`src/rtl/matrix_read_arbiter.sv`:
```
// matrix_read_arbiter: round-robin sharing of the single matrix_storage read port.
// Optional WAIT-state watchdog is enabled by defining MATRIX_RD_TIMEOUT_EN.
module matrix_read_arbiter #(
    parameter int NREQ        = 3,
    parameter int TIMEOUT_CYC = 64
) (
    input  logic                 clk,
    input  logic                 rst,
    input  logic [NREQ-1:0]      req,
    input  logic [4*NREQ-1:0]    req_idx_flat,
    output logic [NREQ-1:0]      gnt,
    output logic [NREQ-1:0]      rsp_done,
    output logic                 rsp_valid,
    output logic [3:0]           rsp_m,
    output logic [3:0]           rsp_n,
    output logic [3:0]           rsp_id,
    output logic [199:0]         rsp_data,
    output logic [3:0]           st_read_idx,
    output logic                 st_read_en,
    input  logic                 st_read_done,
    input  logic                 st_read_valid,
    input  logic [3:0]           st_out_m,
    input  logic [3:0]           st_out_n,
    input  logic [3:0]           st_out_id,
    input  logic [199:0]         st_out_data,
    output logic                 busy,
    output logic                 timeout_err
);

    if (NREQ < 2 || NREQ > 4 || TIMEOUT_CYC < 1 || TIMEOUT_CYC > 255) begin : g_bad_cfg
        $error("matrix_read_arbiter: NREQ must be 2..4 and TIMEOUT_CYC 1..255");
    end

    typedef enum logic [1:0] {IDLE, ISSUE, WAIT, RESP} state_t;

    state_t     state;
    logic [1:0] rr_ptr;
    logic [1:0] gsel;
    logic [1:0] pick;
    logic [1:0] cand;
    logic       any_req;

`ifdef MATRIX_RD_TIMEOUT_EN
    logic [7:0] wait_cnt;
`endif

    // First set request bit at or above rr_ptr, wrapping modulo NREQ.
    always_comb begin
        pick    = '0;
        cand    = '0;
        any_req = 1'b0;
        for (int unsigned i = 0; i < NREQ; i++) begin
            cand = 2'((32'(rr_ptr) + i) % NREQ);
            if (!any_req && req[cand]) begin
                pick    = cand;
                any_req = 1'b1;
            end
        end
    end

    always_ff @(posedge clk or posedge rst) begin
        if (rst) begin
            state       <= IDLE;
            rr_ptr      <= '0;
            gsel        <= '0;
            gnt         <= '0;
            rsp_done    <= '0;
            rsp_valid   <= 1'b0;
            rsp_m       <= '0;
            rsp_n       <= '0;
            rsp_id      <= '0;
            rsp_data    <= '0;
            st_read_idx <= '0;
            st_read_en  <= 1'b0;
            busy        <= 1'b0;
`ifdef MATRIX_RD_TIMEOUT_EN
            wait_cnt    <= '0;
            timeout_err <= 1'b0;
`endif
        end else begin
            case (state)
                IDLE: begin
                    if (any_req) begin
                        gsel        <= pick;
                        gnt         <= NREQ'(1) << pick;
                        st_read_idx <= req_idx_flat[4*pick +: 4];
                        st_read_en  <= 1'b1;
                        busy        <= 1'b1;
                        state       <= ISSUE;
                    end
                end
                ISSUE: begin
                    // A completion seen during this cycle is deliberately ignored.
                    st_read_en <= 1'b0;
`ifdef MATRIX_RD_TIMEOUT_EN
                    wait_cnt   <= '0;
`endif
                    state      <= WAIT;
                end
                WAIT: begin
                    if (st_read_done) begin
                        rsp_valid <= st_read_valid;
                        rsp_m     <= st_out_m;
                        rsp_n     <= st_out_n;
                        rsp_id    <= st_out_id;
                        rsp_data  <= st_out_data;
                        rsp_done  <= gnt;
                        state     <= RESP;
                    end
`ifdef MATRIX_RD_TIMEOUT_EN
                    else if (32'(wait_cnt) == 32'(TIMEOUT_CYC - 1)) begin
                        rsp_valid   <= 1'b0;
                        rsp_done    <= gnt;
                        timeout_err <= 1'b1;
                        state       <= RESP;
                    end else begin
                        wait_cnt <= wait_cnt + 8'd1;
                    end
`endif
                end
                RESP: begin
                    rsp_done <= '0;
                    gnt      <= '0;
                    busy     <= 1'b0;
                    rr_ptr   <= (32'(gsel) == 32'(NREQ - 1)) ? '0 : gsel + 2'd1;
`ifdef MATRIX_RD_TIMEOUT_EN
                    timeout_err <= 1'b0;
`endif
                    state    <= IDLE;
                end
                default: state <= IDLE;
            endcase
        end
    end

`ifndef MATRIX_RD_TIMEOUT_EN
    assign timeout_err = 1'b0;
`endif

endmodule

```
`config.mk`:
```
export PLATFORM = sky130hd
export DESIGN_NAME = matrix_read_arbiter
export DESIGN_NICKNAME = d
export VERILOG_FILES = /design/src/rtl/matrix_read_arbiter.sv
export SDC_FILE = /design/constraint.sdc
export NUM_CORES = 1
export LEC_CHECK = 0
export BUFFER_PORTS_ARGS = -buffer_cell sky130_fd_sc_hd__buf_2
export CAP_MARGIN = 5
export CELL_PAD_IN_SITES_DETAIL_PLACEMENT = 0
export CELL_PAD_IN_SITES_GLOBAL_PLACEMENT = 2
export CORE_UTILIZATION = 27
export CTS_BUF_LIST = sky130_fd_sc_hd__clkbuf_4 sky130_fd_sc_hd__clkbuf_8
export DETAILED_ROUTE_END_ITERATION = 12
export HOLD_SLACK_MARGIN = 0.06
export PLACE_DENSITY = 0.83
export SLEW_MARGIN = 20
export SYNTH_ARGS = -nofsm -noshare
export SYNTH_HDL_FRONTEND = slang
export SYNTH_SLANG_ARGS = --single-unit
```
`constraint.sdc`:
```
create_clock -name clk -period 7.7 [get_ports clk]
set_input_delay 1.925 -clock clk [delete_from_list [all_inputs] [get_ports clk]]
set_output_delay 1.925 -clock clk [all_outputs]
set_load 0.005 [all_outputs]
```
After elaboration in Yosys (flattened, before gate mapping)

Cells that the tools add are included.

Flip-flop bits (word level): 231
Latch bits: 0
Bits in writable memories: 0
Output and inout bits: 226
Memories: 0
Bits of input ports: 231
Logic and storage cells: 67
ROM bits: 0

Shifts and indexed selects: 2
Div/mod/pow operators: 3
Reduce and logical (&&, ||, !) cells: 14
Equal/unequal tests: 6
Muxes and demuxes: 23
Add/subtract/negate cells: 3
Bitwise operators: 0
Magnitude comparators: 3
Multipliers: 0

Operator list:

| kind                                                 | number |
|---|---|
| modulo 32 x 2 -> 32 bit (second input constant)      | 2 |
| modulo 2 x 2 -> 32 bit (second input constant)       | 1 |
| 2-to-1 mux 2 bit                                     | 6 |
| one-hot mux 3 bit (2 select lines)                   | 2 |
| AND reduction 2 bit                                  | 6 |
| indexed part select 12 x 5 -> 4 bit                  | 1 |
| < comparator 2 x 3 -> 1 bit (second input constant)  | 3 |
| one-hot mux 2 bit (4 select lines)                   | 1 |
| 2-to-1 mux 1 bit                                     | 7 |
| binary-select mux 1 bit (select 2 bit)               | 3 |
| equality test 2 bit (second input constant)          | 3 |
| 2-to-1 mux 3 bit                                     | 2 |
| nonzero test 2 bit                                   | 3 |
| inequality test 2 bit (second input constant)        | 2 |
| one-hot mux 1 bit (2 select lines)                   | 2 |
| adder 2 x 1 -> 3 bit (second input constant)         | 1 |
| adder 2 x 2 -> 3 bit (second input constant)         | 1 |
| left shift 1 x 2 -> 3 bit (first input constant)     | 1 |
| adder 2 x 1 -> 2 bit (second input constant)         | 1 |
| equality test 2 x 1 -> 1 bit (second input constant) | 1 |
| logical AND 1 bit                                    | 2 |
| zero test 1 bit                                      | 2 |
| zero test 2 bit                                      | 1 |

Logic depth before layout (Yosys ltp)

Gate-level depths: netlist of run 1.

Depth after elaboration: 13
Gate-level depth with buffers: 9
Depth with buffers taken out: 7

Least setup slack after synthesis of run 1

Ideal clock, no wire load.

Kind: input-to-reg
Start: input req[0]
End: register gsel[0]
Cell stages on the path: 5
Path slack: 4203 ps
Arrival: 3372 ps
Path buffers: 0
Library setup time: 125 ps
Data required time: 7575 ps
Cell sequence: mux2_4 -> mux2_4 -> or4b_1 -> o311a_1 -> mux2_4

Word-level cells in the longest chain between the ends: 10

Ends and longest elaborated chain:

| what                                   | line | RTL |
|---|---|---|
| start, declared                        | 9    | `input logic [NREQ-1:0] req,` |
| binary-select mux 1 bit (select 2 bit) | 54   | `if (!any_req && req[cand]) begin` |
| 2-to-1 mux 1 bit (not written as such) | 54   |  |
| 2-to-1 mux 1 bit                       | 54   |  |
| zero test 1 bit                        | 54   |  |
| logical AND 1 bit                      | 54   |  |
| 2-to-1 mux 1 bit                       | 54   |  |
| zero test 1 bit                        | 54   |  |
| logical AND 1 bit                      | 54   |  |
| 2-to-1 mux 1 bit                       | 54   |  |
| AND reduction 2 bit (no line)          | -    |  |
| end signal, assigned                   | 84   | `gsel <= pick;` |
| end, declared                          | 38   | `logic [1:0] gsel;` |

Parallel ways exist; a longest one is shown, timed or not. The select of a mux whose other input is x is not followed.
A chain may end at the register's enable or synchronous reset.

Worst setup path in the final report of run 1

Start: input req[0]
End: register st_read_idx[3]

Word-level cells in the longest chain between the ends: 10

Ends and longest elaborated chain:

| what                                                                              | line | RTL |
|---|---|---|
| binary-select mux 1 bit (select 2 bit)                                            | 54   |  |
| 2-to-1 mux 1 bit (not written as such)                                            | 54   |  |
| 2-to-1 mux 1 bit                                                                  | 54   |  |
| zero test 1 bit                                                                   | 54   |  |
| logical AND 1 bit                                                                 | 54   |  |
| 2-to-1 mux 1 bit                                                                  | 54   |  |
| zero test 1 bit                                                                   | 54   |  |
| logical AND 1 bit                                                                 | 54   |  |
| 2-to-1 mux 2 bit / 2-to-1 mux 1 bit (equally long branches)                       | 54   |  |
| indexed part select 12 x 5 -> 4 bit / AND reduction 2 bit (equally long branches) | -    |  |
| end signal, assigned                                                              | 86   | `st_read_idx <= req_idx_flat[4*pick +: 4];` |
| end, declared                                                                     | 18   | `output logic [3:0] st_read_idx,` |

Parallel ways exist; a longest one is shown, timed or not. The select of a mux whose other input is x is not followed.

==> flow_summary.yaml, run 1 <==
clock_tree:
  htreeDepth: 2
  post_cts_buffers: 0
  numCtsBuffers: 43
  ctsResizeCount: 0
  clkLatencyLatePin_ps: 540
  clk_pin_slew_ps: 60
  cts.hold.buffers_added: 0
  cts_root_buffer: "clkbuf_8"
  cts_tree: "yes"
  cts_buffer_depth: 3
  clock-sinks: 231
global_routing:
  overflow: 0
  grt_start_max_net_pins: 126
  grt_pass1_vias: 6963
  antenna_found_initial: 3
  track_usage: 0.151
  grt_pass1_wl_um: 40700
synthesis:
  seq_area_frac_synth: 0.629
  synth-edff-count: 0
  syn_nets: 835
  synth_fa_ha_area_frac: 0.0123
  synthesis.instances: 595
  synth_top_family_by_area: "multiplexers"
  synthXorXnorAreaFrac: 0
  syn_area_um2: 9190
  synthArstFlopShare: 1.00
  ys.flop_type: "dfrtp_1"
  syn_area_per_cell_um2: 15.4
  ys_ff_latch: 231
  synth-compound-area-share: 0.0409
  synth-simple-area-share: 0.0291
  ys_types: 45
  ys_warn_count: 0
  muxShareOfSynthArea: 0.270
sta:
  rsz0062_at_grt: "no"
  maxClockFrequency_mhz: 308
  slew_viol_final: 0
  max_slew.worst_pin.slew_ps: 1020
  hold_viol: 0
  setup_ws_ps: 4450
  finalSetupViolCount: 0
  period_needed_ps: 3250
  setup-tns-final_ps: 0
  relSlewSlack: 0.321
  final.period_utilization: 0.422
  finClkSkew_ps: 13.5
setup_path:
  reg2reg_depth: 7
  reg2reg_to: "st_read_idx[3]"
  crit_type: "in2reg"
  worst-path-max-fanout: 15
  ff2ff_setup_slack_ps: 4870
  endpoint_kind: "register"
  r2r-start: "rr_ptr[1]"
  critPathLaunchType: "input port"
  arrival_ps: 3650
  critPathRequiredTime_ps: 8100
die:
  dieArea_um2: 34800
  die_y_um: 186
  ios: 457
  core_um2: 33500
  placementRows: 67
  die_w_um: 186
  initial_core_util: 0.274
drt:
  viasPerCell: 4.32
  firstDrtPassIters: 4
  totalWireLength_um: 26500
  dr.first_iter.drc_count: 179
  ant_nets: 0
  wl_per_cell_um: 17.1
  drcViolationCount: 0
  vias: 6702
pwr:
  power_density_nw_per_um2: 431
  p_leak_uw: 0.00639
  peakVddDrop_uv: 206
layout:
  nets: 1307
  fill_cells: 3299
  layout_commonest_cell: "buf_2"
  fin_cells: 1551
  synthToLayoutAreaGrowth_pct: 41.3
  layout_common_cells: "455 x buf_2, 231 x dfrtp_1, 214 x mux2_2"
  drive_gt1_frac: 0.692
job:
  cap_viol_max_count: 0
placement:
  gp_congestion: 0.761
  placed_cells: 1470
  post-dp-hpwl_um: 19800
  dp_slack_ps: 3670
  port-buffer-count: 455
hold_path:
  holdCritStartpoint: "busy"
  hold_path_end: "busy"
  hold_path_class: "reg2reg"
  whs_path_depth: 1
status:
  outcome: "completed"
[worst max-delay path: stages]
cell and delay, ps:
buf_2 130, mux2_4 280, mux2i_2 570, o221a_2 400, or3_1 220, o211ai_1 120
[how the worst max path moves through the flow]
stage	slack, ps	cells past startpoint	endpoint	startpoint
6_report	4450	6	st_read_idx[3]	req[0]
3_5_place_dp	3670	6	st_read_idx[3]	req[0]
5_1_grt	4340	6	st_read_idx[0]	req[1]
4_1_cts	4280	6	st_read_idx[3]	req[0]
2_1_floorplan	2750	1	busy	rst
3_3_place_gp	3700	6	st_read_idx[2]	req[0]
[cells by family after synthesis]
group                    count (synthesis)
multiplexers                           220
buffers and inverters                   39
AO/OA/AOI/OAI                           48
flip-flops                             231
adder cells (fa/ha/maj)                  9
other                                    1
AND/OR/NAND/NOR                         47
[stage by stage]
step / utilization / power (uW) / hold slack [ps] / cell area [um2]
floorplan: - / 3290 / 458 / 9190
global placement: 0.357 / 4240 / 466 / 12000
detailed placement: 0.357 / 4290 / 472 / 12000
CTS: 0.387 / 5690 / 487 / 13000
global route: 0.387 / 5970 / 498 / 13000
finish: 0.387 / 5590 / 476 / 13000
[synth_stat cells, types with 5 or more instances]
cell type,n,area share
nor2_1,8,0.0033
a21oi_1,6,0.0033
mux2_2,214,0.26
inv_1,7,0.0029
and3b_1,6,0.0057
dfrtp_1,231,0.63
a22o_1,7,0.0067
ha_1,9,0.012
o211ai_1,13,0.011
nand2_1,12,0.0049
clkbuf_1,24,0.0098
nand2b_1,5,0.0034
[flip-flops by register name, indices dropped and copies added, names as in the netlist]
name / count
rr_ptr: 2
busy: 1
rsp_n: 4
st_read_idx: 4
state: 2
rsp_id: 4
st_read_en: 1
gsel: 2
rsp_valid: 1
gnt: 3
rsp_data: 200
rsp_done: 3
rsp_m: 4
[where the power goes]
part / internal (uW) / leakage [uW] / total (uW) / switching (uW)
combinational: 1160 / 0.00312 / 2090 / 929
sequential: 1840 / 0.00275 / 2140 / 305
clock: 840 / 0.000530 / 1360 / 516
total: 3840 / 0.00639 / 5590 / 1750
[routing by layer]
layer / global-route usage / share of wire
met1: 0.170 / 0.39
met3: 0.0566 / 0.088
met5: 0 / 0
met2: 0.258 / 0.50
met4: 0.0612 / 0.024
[layout make-up]
cell class,instances,area [um2],share of cell area
flip-flops and latches,231,5780,0.445
inverters,7,30.0,0.00231
diodes,3,7.51,0.000578
multi-input cells,325,3260,0.251
repair buffers,459,2330,0.180
clock inverters,11,160,0.0123
well taps,448,561,0.0432
clock buffers,67,853,0.0657
(Power assumes the default switching activity.)
==> run 2: changes to the inputs <==
--- a/config.mk
+++ b/config.mk
@@ -5,15 +5,16 @@
 export SDC_FILE = /design/constraint.sdc
 export NUM_CORES = 1
 export LEC_CHECK = 0
+export ABC_AREA = 1
 export BUFFER_PORTS_ARGS = -buffer_cell sky130_fd_sc_hd__buf_2
 export CAP_MARGIN = 5
 export CELL_PAD_IN_SITES_DETAIL_PLACEMENT = 0
 export CELL_PAD_IN_SITES_GLOBAL_PLACEMENT = 2
-export CORE_UTILIZATION = 27
+export CORE_UTILIZATION = 26
 export CTS_BUF_LIST = sky130_fd_sc_hd__clkbuf_4 sky130_fd_sc_hd__clkbuf_8
 export DETAILED_ROUTE_END_ITERATION = 12
 export HOLD_SLACK_MARGIN = 0.06
-export PLACE_DENSITY = 0.83
+export PLACE_DENSITY = 0.87
 export SLEW_MARGIN = 20
 export SYNTH_ARGS = -nofsm -noshare
 export SYNTH_HDL_FRONTEND = slang
==> constraint.sdc (replaced) <==
create_clock -name clk -period 3.3 [get_ports clk]
set_input_delay 0.825 -clock clk [delete_from_list [all_inputs] [get_ports clk]]
set_output_delay 0.825 -clock clk [all_outputs]
set_load 0.005 [all_outputs]
==> run 2 against run 1 <==
Cell count up 30%. Highest routed layer is now met5. Routed wire length up 9.4%. Via count up 24%. Sequential cell count unchanged.
==> flow_summary.yaml, run 2 <==
status:
  outcome: "completed"
synthesis:
  synthesis.instances: 1059
  synth_top_area_cell: "dfrtp_1"
  ys.flop_type: "dfrtp_1"
  ys_types: 30
  synth_area_leaders: "dfrtp_1 63%, nand2_1 27%, ha_1 1.2%"
  ys_warn_count: 0
  ys_ff_latch: 231
  synth-edff-count: 0
  syn_area_um2: 9200
  syn_area_per_cell_um2: 8.68
  syn_nets: 1299
  seq_area_frac_synth: 0.629
  yosysTopAreaCellShare: 0.629
  synth_common_cells: "664 x nand2_1, 231 x dfrtp_1, 29 x inv_1, 22 x clkbuf_1, 20 x buf_2"
  synth_most_common_cell: "nand2_1"
  synthArstFlopShare: 1.00
global_routing:
  track_usage: 0.157
  grt_start_max_net_pins: 116
  grt_pass1_wl_um: 45000
  overflow: 0
  grt_pass1_vias: 8287
  antenna_found_initial: 4
setup_path:
  slowest_delay_ps: 510
  arrival_ps: 2530
  r2r-start: "rr_ptr[0]"
  crit_type: "reg2reg"
  crit_slowest_cell: "ha_1"
  critPathBufInv: 2
  reg2reg_to: "st_read_idx[3]"
  endpoint_kind: "register"
  path_delay_family: "simple AND/OR/NAND/NOR gates"
  critPathLaunchType: "register"
  critPathRequiredTime_ps: 3730
  reg2reg_depth: 13
  crit_chain: "inv_1 > ha_1 > inv_2 > nand2_1 > nand3_1 > nand2_2 > nand2_2 > nor2_4 > nand2_2 > nand2_2 > nand2_1 > nand3_1 > a21oi_2"
  ff2ff_setup_slack_ps: 1200
  cpMostUsedCell: "nand2_2"
  worst-path-max-fanout: 8
drt:
  dr.first_iter.drc_count: 292
  vias: 8326
  drcViolationCount: 0
  ant_nets: 0
  viasPerCell: 4.14
  totalWireLength_um: 29000
  wl_per_cell_um: 14.4
  firstDrtPassIters: 5
clock_tree:
  clock-sinks: 231
  cts_root_buffer: "clkbuf_8"
  cts_tree: "yes"
  clk_pin_slew_ps: 60
  cts_buffer_depth: 3
  cts.hold.buffers_added: 0
  clkLatencyLatePin_ps: 560
  post_cts_buffers: 0
  numCtsBuffers: 42
  htreeDepth: 2
  ctsResizeCount: 0
die:
  placementRows: 68
  dieArea_um2: 36100
  die_y_um: 190
  core_um2: 34600
  ios: 457
  initial_core_util: 0.266
  die_w_um: 190
sta:
  slew_viol_final: 0
  finalSetupViolCount: 0
  setup_ws_ps: 1200
  hold_viol: 0
  rsz0062_at_grt: "no"
  relSlewSlack: 0.538
  maxClockFrequency_mhz: 477
  final.period_utilization: 0.635
  finClkSkew_ps: 12.5
  max_slew.worst_pin.slew_ps: 693
  period_needed_ps: 2100
layout:
  final_cell_area_um2: 13000
  layout_commonest_cell: "nand2_1"
  multiInputGateArea_um2: 3080
  synthToLayoutAreaGrowth_pct: 41.1
  layout_common_cells: "663 x nand2_1, 455 x buf_2, 231 x dfrtp_1"
  largest_register_ffs: 200
  nets: 1763
  fill_cells: 3663
  drive_gt1_frac: 0.370
  utilization: 0.375
  regMostFlops: "rsp_data"
  seqCellArea_um2: 5780
pwr:
  power_density_nw_per_um2: 949
  total_power_uw: 12300
  p_leak_uw: 0.00764
  peakVddDrop_uv: 379
placement:
  dp_slack_ps: 1080
  place_area_um2: 12100
  port-buffer-count: 455
  gp_congestion: 0.777
  post-dp-hpwl_um: 20600
hold_path:
  hold_path_class: "in2async"
job:
  cap_viol_max_count: 0
[run 2: cell type report]
type | count | area share
Multi-Input combinational cell | 746 | 0.237
Timing Repair Buffer | 468 | 0.192
Antenna cell | 1 | 0.000193
Sequential cell | 231 | 0.446
Tap cell | 455 | 0.0439
Clock inverter | 9 | 0.00608
Clock buffer | 68 | 0.0649
Inverter | 34 | 0.0107
[run 2: how the worst max path moves through the flow]
stage | start | endpoint | slack (ps) | cells after the start
floorplan | rst | busy | -550 | 1
global placement | st_read_done | rsp_done[0] | 1090 | 5
detailed placement | st_read_done | rsp_done[0] | 1080 | 5
CTS | state[0] | rsp_data[39] | 1210 | 7
global route | rr_ptr[0] | state[0] | 1000 | 9
finish | rr_ptr[0] | st_read_idx[3] | 1200 | 13
[run 2: metrics by stage]
step	TNS, ps	hold slack [ps]	std cells
2_1_floorplan	-126340	434	1059
3_3_place_gp	0	450	1934
3_5_place_dp	0	459	1934
4_1_cts	0	224	2011
5_1_grt	0	246	2011
6_report	0	260	2012
[run 2: where the power goes]
group | internal [uW] | switching, uW | total (uW) | leakage [uW]
clock | 1700 | 1220 | 2920 | 0.000489
sequential | 4140 | 667 | 4810 | 0.00289
combinational | 1920 | 2660 | 4580 | 0.00426
total | 7760 | 4550 | 12300 | 0.00764
[run 2: logic make-up (layout without fill, tap and decap cells)]
| family | count (synthesis) | in the layout | synth area share |
|---|---|---|---|
| other | 1 | 2 | 0.000408 |
| buffers and inverters | 82 | 579 | 0.0377 |
| and+or+nand+nor | 706 | 706 | 0.299 |
| AOI/OAI and AO/OA | 30 | 30 | 0.0215 |
| adders and majority gates | 9 | 9 | 0.0122 |
| DFF | 231 | 231 | 0.629 |
[run 2: worst register-to-register path: cells and delay by family (launching register included)]
family | cells | cell delay (ps)
AND/OR/NAND/NOR | 9 | 820
adder cells (fa/ha/maj) | 1 | 510
flip-flops | 1 | 420
buffers and inverters | 2 | 170
AO/OA/AOI/OAI | 1 | 60
[run 2: routing by layer]
metal	global-route usage	vias up	wire, um
met5	0	-	41
met4	0.0583	6	681
met3	0.0553	55	2730
met2	0.255	343	13800
met1	0.192	3785	11800
li1	-	4137	-
